==> src/rtl/ntsc_mem_write_if.sv <==
// Memory write-request bus between the NTSC capture packer and the memory arbiter.
// The master raises ntsc_flag with a packed word and its coordinates. The slave
// answers each request with a one-cycle done_ntsc.
interface ntsc_mem_write_if;
  logic        ntsc_flag;
  logic [35:0] ntsc_pixel;
  logic [9:0]  ntsc_hcount;
  logic [9:0]  ntsc_vcount;
  logic        done_ntsc;

  modport master (
    output ntsc_flag, ntsc_pixel, ntsc_hcount, ntsc_vcount,
    input  done_ntsc
  );

  modport slave (
    input  ntsc_flag, ntsc_pixel, ntsc_hcount, ntsc_vcount,
    output done_ntsc
  );
endinterface

==> src/rtl/ntsc_mem_write.sv <==
// NTSC capture writer. It packs even/odd YCrCb pixel pairs into 36-bit words and
// tags each word with its frame position. Words are queued in a small FIFO and
// issued to memory over the flag/done handshake. frame_flag pulses once the last
// word of a frame has been acknowledged.
//
// state | meaning
// IDLE  | no request outstanding; loads the FIFO head when one is available
// REQ   | ntsc_flag high; outputs hold the FIFO head until done_ntsc
module ntsc_mem_write #(
  parameter int H_ACTIVE = 640,
  parameter int V_ACTIVE = 480,
  parameter int LOG_FIFO = 3
) (
  input  logic                    clock,
  input  logic                    reset,
  input  logic                    pix_valid,
  input  logic [17:0]             pixel_ycrcb,
  input  logic                    sol,
  input  logic                    sof,
  ntsc_mem_write_if.master        mem,
  output logic                    frame_flag,
  output logic                    overflow
);

  localparam int                DEPTH  = 1 << LOG_FIFO;
  localparam logic [9:0]        H_LIM  = 10'(H_ACTIVE);
  localparam logic [9:0]        V_LIM  = 10'(V_ACTIVE);
  localparam logic [LOG_FIFO:0] FULL   = (LOG_FIFO + 1)'(DEPTH);
  localparam logic [LOG_FIFO:0] ONE    = (LOG_FIFO + 1)'(1);

  typedef enum logic {IDLE, REQ} state_t;

  state_t              state;
  logic [9:0]          x, y, x_eff, y_eff;
  logic                armed;
  logic [17:0]         half;
  logic                capture, push, pop, full, push_ok, drop;

  logic [35:0]         fifo_data [DEPTH];
  logic [9:0]          fifo_x    [DEPTH];
  logic [9:0]          fifo_y    [DEPTH];
  logic [LOG_FIFO-1:0] wr_ptr, rd_ptr, rd_nxt;
  logic [LOG_FIFO:0]   count;

  // Line/frame markers act before the beat they coincide with, so that beat is pixel 0.
  always_comb begin
    x_eff = x;
    y_eff = y;
    if (sof) begin
      x_eff = '0;
      y_eff = '0;
    end else if (sol) begin
      x_eff = '0;
      if (y < V_LIM) y_eff = y + 10'd1;
    end
    capture = (armed | sof) & pix_valid & (x_eff < H_LIM) & (y_eff < V_LIM);
    push    = capture & x_eff[0];
    pop     = (state == REQ) & mem.done_ntsc;
    full    = (count == FULL);
    push_ok = push & (~full | pop);
    drop    = push & full & ~pop;
    rd_nxt  = rd_ptr + LOG_FIFO'(1);
  end

  // Pixel position counters and the even-pixel holding register.
  always_ff @(posedge clock or posedge reset) begin
    if (reset) begin
      x     <= '0;
      y     <= '0;
      armed <= 1'b0;
      half  <= '0;
    end else begin
      if (sof) armed <= 1'b1;
      x <= capture ? x_eff + 10'd1 : x_eff;
      y <= y_eff;
      if (capture && !x_eff[0]) half <= pixel_ycrcb;
    end
  end

  // FIFO storage; entries are only read once count says they were written.
  always_ff @(posedge clock) begin
    if (push_ok) begin
      fifo_data[wr_ptr] <= {half, pixel_ycrcb};
      fifo_x[wr_ptr]    <= x_eff - 10'd1;
      fifo_y[wr_ptr]    <= y_eff;
    end
  end

  // FIFO pointers, occupancy and the sticky drop indicator.
  always_ff @(posedge clock or posedge reset) begin
    if (reset) begin
      wr_ptr   <= '0;
      rd_ptr   <= '0;
      count    <= '0;
      overflow <= 1'b0;
    end else begin
      if (push_ok) wr_ptr <= wr_ptr + LOG_FIFO'(1);
      if (pop)     rd_ptr <= rd_nxt;
      case ({push_ok, pop})
        2'b10:   count <= count + ONE;
        2'b01:   count <= count - ONE;
        default: count <= count;
      endcase
      if (sof)       overflow <= 1'b0;
      else if (drop) overflow <= 1'b1;
    end
  end

  // Write handshake: the head stays in the FIFO until it is acknowledged.
  always_ff @(posedge clock or posedge reset) begin
    if (reset) begin
      state           <= IDLE;
      mem.ntsc_flag   <= 1'b0;
      mem.ntsc_pixel  <= '0;
      mem.ntsc_hcount <= '0;
      mem.ntsc_vcount <= '0;
      frame_flag      <= 1'b0;
    end else begin
      frame_flag <= pop && (mem.ntsc_hcount == H_LIM - 10'd2) &&
                    (mem.ntsc_vcount == V_LIM - 10'd1);
      case (state)
        IDLE: begin
          if (count != '0) begin
            mem.ntsc_pixel  <= fifo_data[rd_ptr];
            mem.ntsc_hcount <= fifo_x[rd_ptr];
            mem.ntsc_vcount <= fifo_y[rd_ptr];
            mem.ntsc_flag   <= 1'b1;
            state           <= REQ;
          end
        end
        REQ: begin
          if (mem.done_ntsc) begin
            if (count > ONE) begin
              mem.ntsc_pixel  <= fifo_data[rd_nxt];
              mem.ntsc_hcount <= fifo_x[rd_nxt];
              mem.ntsc_vcount <= fifo_y[rd_nxt];
            end else begin
              mem.ntsc_flag <= 1'b0;
              state         <= IDLE;
            end
          end
        end
        default: state <= IDLE;
      endcase
    end
  end

endmodule

==> src/flat_wrapper.sv <==
// flat-port wrapper written by rule: the top's interface ports become plain ports
module ntsc_mem_write_flat 
#(
  parameter int H_ACTIVE = 640,
  parameter int V_ACTIVE = 480,
  parameter int LOG_FIFO = 3
)
  (clock, reset, pix_valid, pixel_ycrcb, sol, sof, frame_flag, overflow, mem_ntsc_flag, mem_ntsc_pixel, mem_ntsc_hcount, mem_ntsc_vcount, mem_done_ntsc);
  ntsc_mem_write_if mem_i ();
  input  logic clock;
  input  logic reset;
  input  logic pix_valid;
  input  logic [17:0] pixel_ycrcb;
  input  logic sol;
  input  logic sof;
  output logic frame_flag;
  output logic overflow;
  output wire logic [$bits(mem_i.ntsc_flag)-1:0] mem_ntsc_flag;
  output wire logic [$bits(mem_i.ntsc_pixel)-1:0] mem_ntsc_pixel;
  output wire logic [$bits(mem_i.ntsc_hcount)-1:0] mem_ntsc_hcount;
  output wire logic [$bits(mem_i.ntsc_vcount)-1:0] mem_ntsc_vcount;
  input wire logic [$bits(mem_i.done_ntsc)-1:0] mem_done_ntsc;
  assign mem_ntsc_flag = mem_i.ntsc_flag;
  assign mem_ntsc_pixel = mem_i.ntsc_pixel;
  assign mem_ntsc_hcount = mem_i.ntsc_hcount;
  assign mem_ntsc_vcount = mem_i.ntsc_vcount;
  assign mem_i.done_ntsc = mem_done_ntsc;
  ntsc_mem_write #(.H_ACTIVE(H_ACTIVE), .V_ACTIVE(V_ACTIVE), .LOG_FIFO(LOG_FIFO)) u_core (.clock(clock), .reset(reset), .pix_valid(pix_valid), .pixel_ycrcb(pixel_ycrcb), .sol(sol), .sof(sof), .mem(mem_i), .frame_flag(frame_flag), .overflow(overflow));
endmodule
==> config.mk <==
export PLATFORM = sky130hd
export DESIGN_NAME = ntsc_mem_write_flat
export DESIGN_NICKNAME = d
export VERILOG_FILES = /design/src/rtl/ntsc_mem_write_if.sv /design/src/rtl/ntsc_mem_write.sv /design/src/flat_wrapper.sv
export SDC_FILE = /design/constraint.sdc
export NUM_CORES = 1
export LEC_CHECK = 0
export ABC_AREA = 1
export ABC_CLOCK_PERIOD_IN_PS = 13100
export CORE_UTILIZATION = 50
export CTS_BUF_LIST = sky130_fd_sc_hd__clkbuf_16
export CTS_CLUSTER_SIZE = 12
export DETAILED_ROUTE_END_ITERATION = 16
export PLACE_DENSITY = 0.68
export SETUP_SLACK_MARGIN = 0.02
export SYNTH_ARGS = -nofsm -noshare
export SYNTH_HDL_FRONTEND = slang
export SYNTH_SLANG_ARGS = --single-unit
==> constraint.sdc <==
create_clock -name clock -period 13.1 [get_ports clock]
set_clock_uncertainty 0.1 [all_clocks]
set_input_delay 1.31 -clock clock [delete_from_list [all_inputs] [get_ports clock]]
set_output_delay 1.31 -clock clock [all_outputs]
set_load 0.03 [all_outputs]
**Word-level counts from Yosys, hierarchy flattened**

Memories as Yosys holds them, arrays and structs flattened.
Cells that the tools add are included.
W data, S select, Z words.

- Div/mod/pow operators: 0
- $add $sub $neg: 7
- Order comparisons: 4
- Shift-type cells: 0
- Reduce and logical (&&, ||, !) cells: 9
- Bitwise gates (word level): 13
- Multipliers: 0
- Equality and inequality tests: 9
- Muxes and demuxes: 31

Operators with widths:

| cell | count |
|---|---|
| $mux W10 | 12 |
| $mux W36 | 3 |
| $pmux W36 S2 | 1 |
| $pmux W10 S2 | 2 |
| $add A10 B1 Y10 const B | 2 |
| $lt A10 B9 Y1 const B | 2 |
| $eq A10 B10 Y1 const B | 1 |
| $eq A10 B9 Y1 const B | 1 |
| $lt A10 B10 Y1 const B | 1 |
| $mux W1 | 10 |
| $sub A10 B1 Y10 const B | 1 |
| $and A1 B1 Y1 | 8 |
| $pmux W4 S2 | 1 |
| $add A3 B1 Y3 const B | 2 |
| $ne A2 B2 Y1 const B | 3 |
| $reduce_and A3 Y1 | 2 |
| $add A4 B1 Y4 const B | 1 |
| $eq A4 B4 Y1 const B | 1 |
| $gt A4 B1 Y1 const B | 1 |
| $pmux W1 S2 | 2 |
| $reduce_bool A2 Y1 | 2 |
| $reduce_bool A4 Y1 | 1 |
| $sub A4 B1 Y4 const B | 1 |
| $logic_and A1 B1 Y1 | 3 |
| other kinds (6) | 9 |

- Output and inout bits: 59
- RAM bits: 448
- Logic and storage cells: 90
- Memories: 3
- Bits in registers: 109
- Input port bits: 24
- ROM bits: 0
- Bits in latches: 0

Memory list:

| memory | depth | width | rd ports | clocked after memory_dff | write ports | RTL line | RTL |
|---|---|---|---|---|---|---|---|
| u_core.fifo_data | 8 | 36 | 2 | 0 | 1 | ntsc_mem_write.sv:39 | `logic [35:0] fifo_data [DEPTH];` |
| u_core.fifo_x | 8 | 10 | 2 | 0 | 1 | ntsc_mem_write.sv:40 | `logic [9:0] fifo_x [DEPTH];` |
| u_core.fifo_y | 8 | 10 | 2 | 0 | 1 | ntsc_mem_write.sv:41 | `logic [9:0] fifo_y [DEPTH];` |

**Depth between registers and ports, before layout**

Gate-level depths: netlist of the first run.

- Depth after elaboration: 11
- Gate-level depth with buffers: 18
- Mapped depth without buffers: 18

**Worst setup path before layout of the first run**

Ideal clock, no wire load.

- Path kind: input to register
- Start point: input sof
- End point: memory u_core.fifo_data[0][0], enable pin
- Cell stages on the path: 11
- Path buffers: 1
- Slack: 7,278 ps
- Required time: 12,530 ps
- Arrival: 5,252 ps
- Setup time: 470 ps
- Cells stage by stage: buf_2 nor2_1 nor2_1 o21ai_1 nor3_4 nand2_4 inv_1 ha_1 nand2_1 or2_2 nor2_1

- Longest elaborated chain between the ends: 8
- Elaborated cells on any way between the ends: 12
- Those cells by class: order compare (2); mux (4); bitwise (6)

Ends and longest elaborated chain:

| element | RTL line | RTL |
|---|---|---|
| from (decl) | flat_wrapper.sv:15 | `input logic sof;` |
| $mux W10 or $or A1 B1 Y1 (tied branches) | ntsc_mem_write.sv:49, ntsc_mem_write.sv:56 |  |
| $lt A10 B10 Y1 or $and A1 B1 Y1 (tied branches) | ntsc_mem_write.sv:56 | `capture = (armed \| sof) & pix_valid & (x_eff < H_LIM) & (y_eff < V_LIM);` |
| $and A1 B1 Y1 (2 in series) | ntsc_mem_write.sv:56 |  |
| $and A1 B1 Y1 * | ntsc_mem_write.sv:57 | `push = capture & x_eff[0];` |
| $and A1 B1 Y1 * | ntsc_mem_write.sv:60 | `push_ok = push & (~full \| pop);` |
| $mux W1 * | ntsc_mem_write.sv:82 | `if (push_ok) begin` |
| $mux W1 (implied by the code) * | ntsc_mem_write.sv:83 | `fifo_data[wr_ptr] <= {half, pixel_ycrcb};` |
| to (decl) | ntsc_mem_write.sv:39 |  |

Mark *: on every way between the ends. The rest lies on a longest branch, timed or not.

**Worst setup path after layout of the first run**

- Start point: input sof
- End point: memory u_core.fifo_x[0][8], enable pin

- Longest elaborated chain between the ends: 8
- Elaborated cells on any way between the ends: 12
- Those cells by class: order compare (2); mux (4); bitwise (6)

Ends and longest elaborated chain:

| element | RTL line | RTL |
|---|---|---|
| $mux W10 or $or A1 B1 Y1 (tied branches) | ntsc_mem_write.sv:49, ntsc_mem_write.sv:56 |  |
| $lt A10 B10 Y1 or $and A1 B1 Y1 (tied branches) | ntsc_mem_write.sv:56 |  |
| $and A1 B1 Y1 (2 in series) | ntsc_mem_write.sv:56 |  |
| $and A1 B1 Y1 * | ntsc_mem_write.sv:57 |  |
| $and A1 B1 Y1 * | ntsc_mem_write.sv:60 |  |
| $mux W1 * | ntsc_mem_write.sv:82 |  |
| $mux W1 (implied by the code) * | ntsc_mem_write.sv:84 | `fifo_x[wr_ptr] <= x_eff - 10'd1;` |
| to (decl) | ntsc_mem_write.sv:40 |  |

Marks and branches as above.

==> impl_results.md, run 1 <==
- Mapped Nets: 2627
- Status: finished, final reports clean
- Min-Delay Endpoint: u_core.mem.ntsc_pixel[6]
- Max incr delay on CP: 0.76 ns
- Inserted Diodes: 0
- Clk slew on worst S/H paths: 0.05 ns
- Worst-Margin Slew: 1.17 ns
- Number of global-route vias before repair: 19618
- Syn Inst Count: 2592
- Grt total ovfl: 0
- Final max-slew violation count: 0
- Critical path cell sequence: clkdlybuf4s50_1 -> nor2_2 -> inv_1 -> nor2_1 -> nor2_1 -> o21ai_1 -> nor3_4 -> nand2_4 -> inv_1 -> ha_1 -> nand2_1 -> or2_2 -> nor2_4 -> buf_4
- RR Startpoint: u_core.rd_ptr[1]
- Number of max-cap violations: 0
- Post-CTS Setup Repair Bufs: 0
- CP Data Required Time: 13.23 ns
- Worst skew pair latency: 0.61 ns
- Largest net degree at the start of global routing: 267
- Final setup vio count: 0
- Share of layout cells above drive strength 1: 0.0533
- Initial antenna violation count: 1
- Total GRT Usage: 0.259
- Post-synth top area share: 0.513
- Peak supply drop: 0.000242 V
- Global-route wire length before repair: 108 mm
- Worst setup path startpoint: sof
- Reg-to-reg endpoint: u_core.mem.ntsc_vcount[7]
- Die X: 231 um
- Clk buf depth: 3
- Largest area contributor in the netlist: edfxtp_1
- Crit path time final: 5.20 ns
- Hold Crit Start: u_core.mem.ntsc_pixel[6]
- Final net count: 2595
- Rel. slew slack: 0.219
- Crit path DAT: 5.34 ns
- DR WL/cell: 21.0 um
- Flop-to-flop setup slack: 8.77 ns
- Clock sink count: 557
- Fill cells: 4242
- PwrDens: 240 nW/um^2
- Io pins: 83
- FP Rows: 83
- Place WS: 7.26 ns
- Sequential area share after synthesis: 0.617
- Core Area: 51600 um^2
- RSZ-0062 raised after global routing: no
- Top fanout value on the critical path: 41
- Fin. Hold Viols: 0
- CTS hold repair buffers: 0
- Setup CP Type: in2reg
- Worst reg2reg path depth: 9
- Vias post-DR: 20129
- Antenna Nets Post-Route: 0
- Routability Congestion: 0.838
- CP startpoint kind: input pin
- Crit. End Element: register
- Seq cells post-synth: 557
- CTS H-Tree Depth: 2
- TritonCTS clock tree: done
- Wirelength, routed: 69.2 mm
- Unique cell type count in the Yosys netlist: 36
- Fmax: 192 MHz
- Post-cts sizing count: 0
- Slowest CP cell: clkdlybuf4s50_1
- Initial core utilization: 0.508
- Number of buffers created by CTS: 57
- I/O Buffers: 82
- Area contributors post-synth: edfxtp_1 51%, dfrtp_1 10%, o21ai_0 7.9%, nor2_1 6.8%, o211ai_1 5.6%
- P_leak: 10.3 nW
- Hpwl dp: 36.8 mm
- Setup TNS: 0 ns
- Drt via density: 6.12
- Final worst setup slack: 7.90 ns
- Worst Hold Path Cells: 2
- 1st-pass router iterations: 5
- P&R area growth vs syn: 10.7%
- Die H: 231 um
- Root Driver: clkbuf_16
- DRC: 0
- Initial DRC count: 2359
- Yosys warning total: 0
- Netlist Area Pre-Place: 26200 um^2
- Hold WC Path Type: reg2reg
- Die area: 53400 um^2
- Mean Syn Cell Area: 10.1 um^2
- Final period utilization: 0.397
[area by class of cell]
type / instances / area (um^2) / area share
Multi-Input combinational cell: 1714 / 8800 / 0.303
Clock inverter: 48 / 220 / 0.00758
Timing Repair Buffer: 107 / 1020 / 0.0352
Tap cell: 680 / 851 / 0.0293
Inverter: 123 / 473 / 0.0163
Clock buffer: 59 / 1480 / 0.0508
Sequential cell: 557 / 16200 / 0.558
[critical path, delay by kind of cell]
family	cells	cell delay [ns]
adder cells (fa/ha/maj)	1	0.20
AO/OA/AOI/OAI	1	0.11
AND/OR/NAND/NOR	8	1.95
buffers and inverters	4	1.73
[how the worst max path moves through the flow]
stage	endpoint	slack (ns)
2_1_floorplan	u_core.fifo_data[0][0]	7.28
3_3_place_gp	u_core.fifo_x[0][1]	7.38
3_5_place_dp	u_core.fifo_x[0][2]	7.26
4_1_cts	u_core.fifo_data[0][9]	7.91
5_1_grt	u_core.fifo_data[0][16]	7.58
6_report	u_core.fifo_x[0][8]	7.90
[per-layer routing]
layer  vias up  track usage  wire length, um
met5         -            0                0
met4         0       0.0923             1780
met3       145       0.0346             5060
met2       924        0.427            33200
met1      9816        0.353            29100
li1       9244            -                -
[flip-flops by register name, indices dropped and copies added (netlist names), 10 cells and up]
| name | count |
|---|---|
| u_core.fifo_data | 288 |
| u_core.fifo_x | 80 |
| u_core.fifo_y | 80 |
| u_core.half | 18 |
| u_core.mem.ntsc_hcount | 10 |
| u_core.mem.ntsc_pixel | 36 |
| u_core.mem.ntsc_vcount | 10 |
| u_core.x | 10 |
| u_core.y | 10 |
[cells in the mapped netlist, drive strengths merged]
| cell type | number |
|---|---|
| a21oi | 78 |
| nand4 | 9 |
| nand2 | 271 |
| xnor2 | 4 |
| inv | 123 |
| nor2 | 476 |
| ha | 11 |
| and3 | 1 |
| o22ai | 43 |
| clkbuf | 116 |
| xor2 | 18 |
| o211ai | 196 |
| dfrtp | 109 |
| o21ai | 475 |
| a31oi | 14 |
| o31ai | 1 |
| o221ai | 42 |
| nand3 | 47 |
| mux2 | 18 |
| nor3b | 1 |
| or2 | 1 |
| buf | 82 |
| nor4 | 2 |
| nor3 | 5 |
| edfxtp | 448 |
| o21bai | 1 |
[power breakdown]
part | switching (mW) | total [mW] | internal [mW]
Combinational | 2.19 | 3.22 | 1.03
Sequential | 0.185 | 2.26 | 2.08
Clock | 0.655 | 1.48 | 0.824
[layout by cell type, fill, tap and decap left out, drive strengths merged, types with 25 or more instances in the layout]
cell / synthesis / layout
o22ai: 43 / 43
a21oi: 78 / 78
edfxtp: 448 / 448
nand3: 47 / 47
o211ai: 196 / 196
inv: 123 / 151
clkbuf: 116 / 59
o221ai: 42 / 42
buf: 82 / 25
nor2: 476 / 476
dfrtp: 109 / 109
nand2: 271 / 271
clkdlybuf4s50: 0 / 82
o21ai: 475 / 475
[through the flow]
stage          std cells  instance area (um^2)  power, mW  hold slack [ns]   util
2_1_floorplan       2592                 26200       4.54            0.342      -
3_3_place_gp        3181                 27300       5.36            0.362  0.530
3_5_place_dp        3181                 27300       5.48            0.360  0.530
4_1_cts             3288                 29000       6.96            0.376  0.563
5_1_grt             3288                 29000       7.40            0.401  0.563
6_report            3288                 29000       6.96            0.377  0.563
[logic make-up after synthesis]
logic type / Yosys count / synth area share
muxes: 18 / 0.00773
buffers and inverters: 321 / 0.0515
DFF: 557 / 0.617
AOI/OAI and AO/OA: 850 / 0.190
adders and majority gates: 11 / 0.00525
xor gates and xnor gates: 22 / 0.00763
and+or+nand+nor: 813 / 0.121
Note: power is estimated with default switching activity, not from simulation.
==> run 2: changes to the inputs <==
Settings changed: ABC_CLOCK_PERIOD_IN_PS 13100 to 5100.
Clock period 13.1 ns to 5.1 ns, I/O delays scaled along.
==> impl_results.md, run 2 (synthesis results as in run 1) <==
- Register with the most flip-flops: u_core.fifo_data (unchanged)
- Largest registers: u_core.fifo_data (288), u_core.fifo_x (80), u_core.fifo_y (80) (unchanged)
- Top fanout value on the critical path: 21 (was 41)
- Initial antenna violation count: 1 (unchanged)
- Slowest CP cell: clkdlybuf4s50_1 (unchanged)
- Max incr delay on CP: 0.56 ns (was 0.76 ns)
- Setup TNS: 0 ns (unchanged)
- Hpwl dp: 39.7 mm (was 36.8 mm)
- Wirelength, routed: 70.2 mm (was 69.2 mm)
- Drt via density: 6.16 (was 6.12)
- Met1 wire length: 29.3 mm (was 29.1 mm)
- Peak supply drop: 0.000606 V (was 0.000242 V)
- Met2 WL: 33.3 mm (was 33.2 mm)
- TritonCTS clock tree: done (unchanged)
- Setup CP Type: in2reg (unchanged)
- DRC: 0 (unchanged)
- Hold WS: 0.188 ns (was 0.377 ns)
- Core Area: 51600 um^2 (unchanged)
- Crit. End Element: register (unchanged)
- Final period utilization: 0.730
- I/O Buffers: 82 (unchanged)
- CP startpoint kind: input pin (unchanged)
- Highest routed layer: met4 (unchanged)
- Post-CTS Setup Repair Bufs: 0 (unchanged)
- Root Driver: clkbuf_16 (unchanged)
- Io pins: 83 (unchanged)
- Place WS: 0.712 ns (was 7.26 ns)
- Max FFs per register: 288 (unchanged)
- Met3 wire len: 5.22 mm (was 5.06 mm)
- Die area: 53400 um^2 (unchanged)
- Dpl cells: 3198 (was 3181)
- Number of global-route vias before repair: 19758 (was 19618)
- Die H: 231 um (unchanged)
- Cell Count, Final, Fillers Out: 3307 (was 3288)
- CP Data Required Time: 5.34 ns (was 13.23 ns)
- Fin. Hold Viols: 0 (unchanged)
- Die X: 231 um (unchanged)
- Fmax: 268 MHz
- Most frequent cells in the layout: 464 x nor2_1, 448 x edfxtp_1, 415 x o21ai_0 (unchanged)
- Vias post-DR: 20371 (was 20129)
- CTS hold repair buffers: 0 (unchanged)
- Most common cell after layout, fill and taps aside: nor2_1 (unchanged)
- FP Rows: 83 (unchanged)
- Inserted Diodes: 0 (unchanged)
- P_leak: 10.4 nW (was 10.3 nW)
- Number of buffers created by CTS: 58 (was 57)
- Clock sink count: 557 (unchanged)
- CTS H-Tree Depth: 2 (unchanged)
- Final setup vio count: 0 (unchanged)
- Crit path DAT: 3.97 ns (was 5.34 ns)
- DR WL/cell: 21.2 um (was 21.0 um)
- Worst path bufs/invs: 5 (was 4)
- Clk slew on worst S/H paths: 0.06 ns (was 0.05 ns)
- RSZ-0062 raised after global routing: no (unchanged)
- Final worst setup slack: 1.38 ns (was 7.90 ns)
- Final net count: 2613 (was 2595)
- Delay-heaviest family, CP: simple AND/OR/NAND/NOR gates (unchanged)
- PwrDens: 614 nW/um^2 (was 240 nW/um^2)
- Crit path time final: 3.72 ns
- 1st-pass router iterations: 6 (was 5)
- Initial core utilization: 0.508 (unchanged)
- Final max-slew violation count: 0 (unchanged)
- Worst-Margin Slew: 1.12 ns (was 1.17 ns)
- Total GRT Usage: 0.260 (was 0.259)
- Final Util: 0.567 (was 0.563)
- Status: finished, final reports clean (unchanged)
- Number of max-cap violations: 0 (unchanged)
- Routability Congestion: 0.839 (was 0.838)
- Rel. slew slack: 0.251 (was 0.219)
- Clk buf depth: 3 (unchanged)
- Largest net degree at the start of global routing: 286 (was 267)
- Post-cts sizing count: 0 (unchanged)
- Hold WC Path Type: in2async (was reg2reg)
- Worst skew pair latency: 0.62 ns (was 0.61 ns)
- P&R area growth vs syn: 11.5% (was 10.7%)
- Antenna Nets Post-Route: 0 (unchanged)
- Share of layout cells above drive strength 1: 0.0601 (was 0.0533)
- Global-route wire length before repair: 108 mm (about the same)
- Critical path cell sequence: clkdlybuf4s50_1 -> inv_1 -> nor2_1 -> nand2_1 -> nor2_1 -> a21oi_1 -> nor2_2 -> nand3_2 -> nand2_4 -> inv_1 -> ha_1 -> nand2_1 -> inv_1 -> nand2_1 -> nor2_4 -> buf_4 (was clkdlybuf4s50_1 -> nor2_2 -> inv_1 -> nor2_1 -> nor2_1 -> o21ai_1 -> nor3_4 -> nand2_4 -> inv_1 -> ha_1 -> nand2_1 -> or2_2 -> nor2_4 -> buf_4)
- Initial DRC count: 2219 (was 2359)
- Grt total ovfl: 0 (unchanged)
[run 2: cell types whose count changed in the layout (fill, tap and decap cells not counted), moves of 2 or more]
| cell | previous run | this run |
|---|---|---|
| buf_12 | 1 | 9 |
| inv_6 | 1 | 3 |
| clkinv_2 | 8 | 6 |
| buf_4 | 24 | 33 |
| clkinv_1 | 11 | 13 |
| inv_1 | 146 | 144 |
| clkinvlp_4 | 0 | 3 |
[run 2: worst paths after layout]
kind,slack (ns),depth (start not counted),from,endpoint
setup / recovery,1.38,16,sol,u_core.fifo_data[3][12]
hold / removal,0.19,2,reset,u_core.mem.ntsc_vcount[8]
setup reg to reg,1.49,16,u_core.y[5],u_core.fifo_data[3][12]
hold reg to reg,0.37,2,u_core.armed,u_core.armed
max in group asynchronous,3.70,3,reset,u_core.half[1]
min in group clock,0.37,2,u_core.armed,u_core.armed
[run 2: where the power goes]
| part | internal (mW) | leakage [nW] | switching, mW |
|---|---|---|---|
| clock | 2.05 | 0.914 | 1.75 |
| sequential | 5.34 | 5.34 | 0.522 |
| combinational | 2.68 | 4.12 | 5.63 |
| total | 10.1 | 10.4 | 7.90 |
[run 2: final cells by class]
cell class	instances	area [um^2]
Timing Repair Buffer	124	1250
Clock buffer	58	1450
Inverter	123	473
Clock inverter	51	236
Tap cell	680	851
Sequential cell	557	16200
Multi-Input combinational cell	1714	8790
Fill cell	4262	22400
[run 2: through the flow]
step / area (um^2) / power (mW)
2_1_floorplan: 26200 / 11.7
3_3_place_gp: 27600 / 13.9
3_5_place_dp: 27600 / 14.2
4_1_cts: 29200 / 18.0
5_1_grt: 29200 / 19.1
6_report: 29200 / 18.0
[run 2: routing by layer]
metal,track usage,up-vias
li1,-,9266
met5,0,-
met3,0.0392,171
met4,0.110,0
met2,0.426,973
met1,0.347,9961
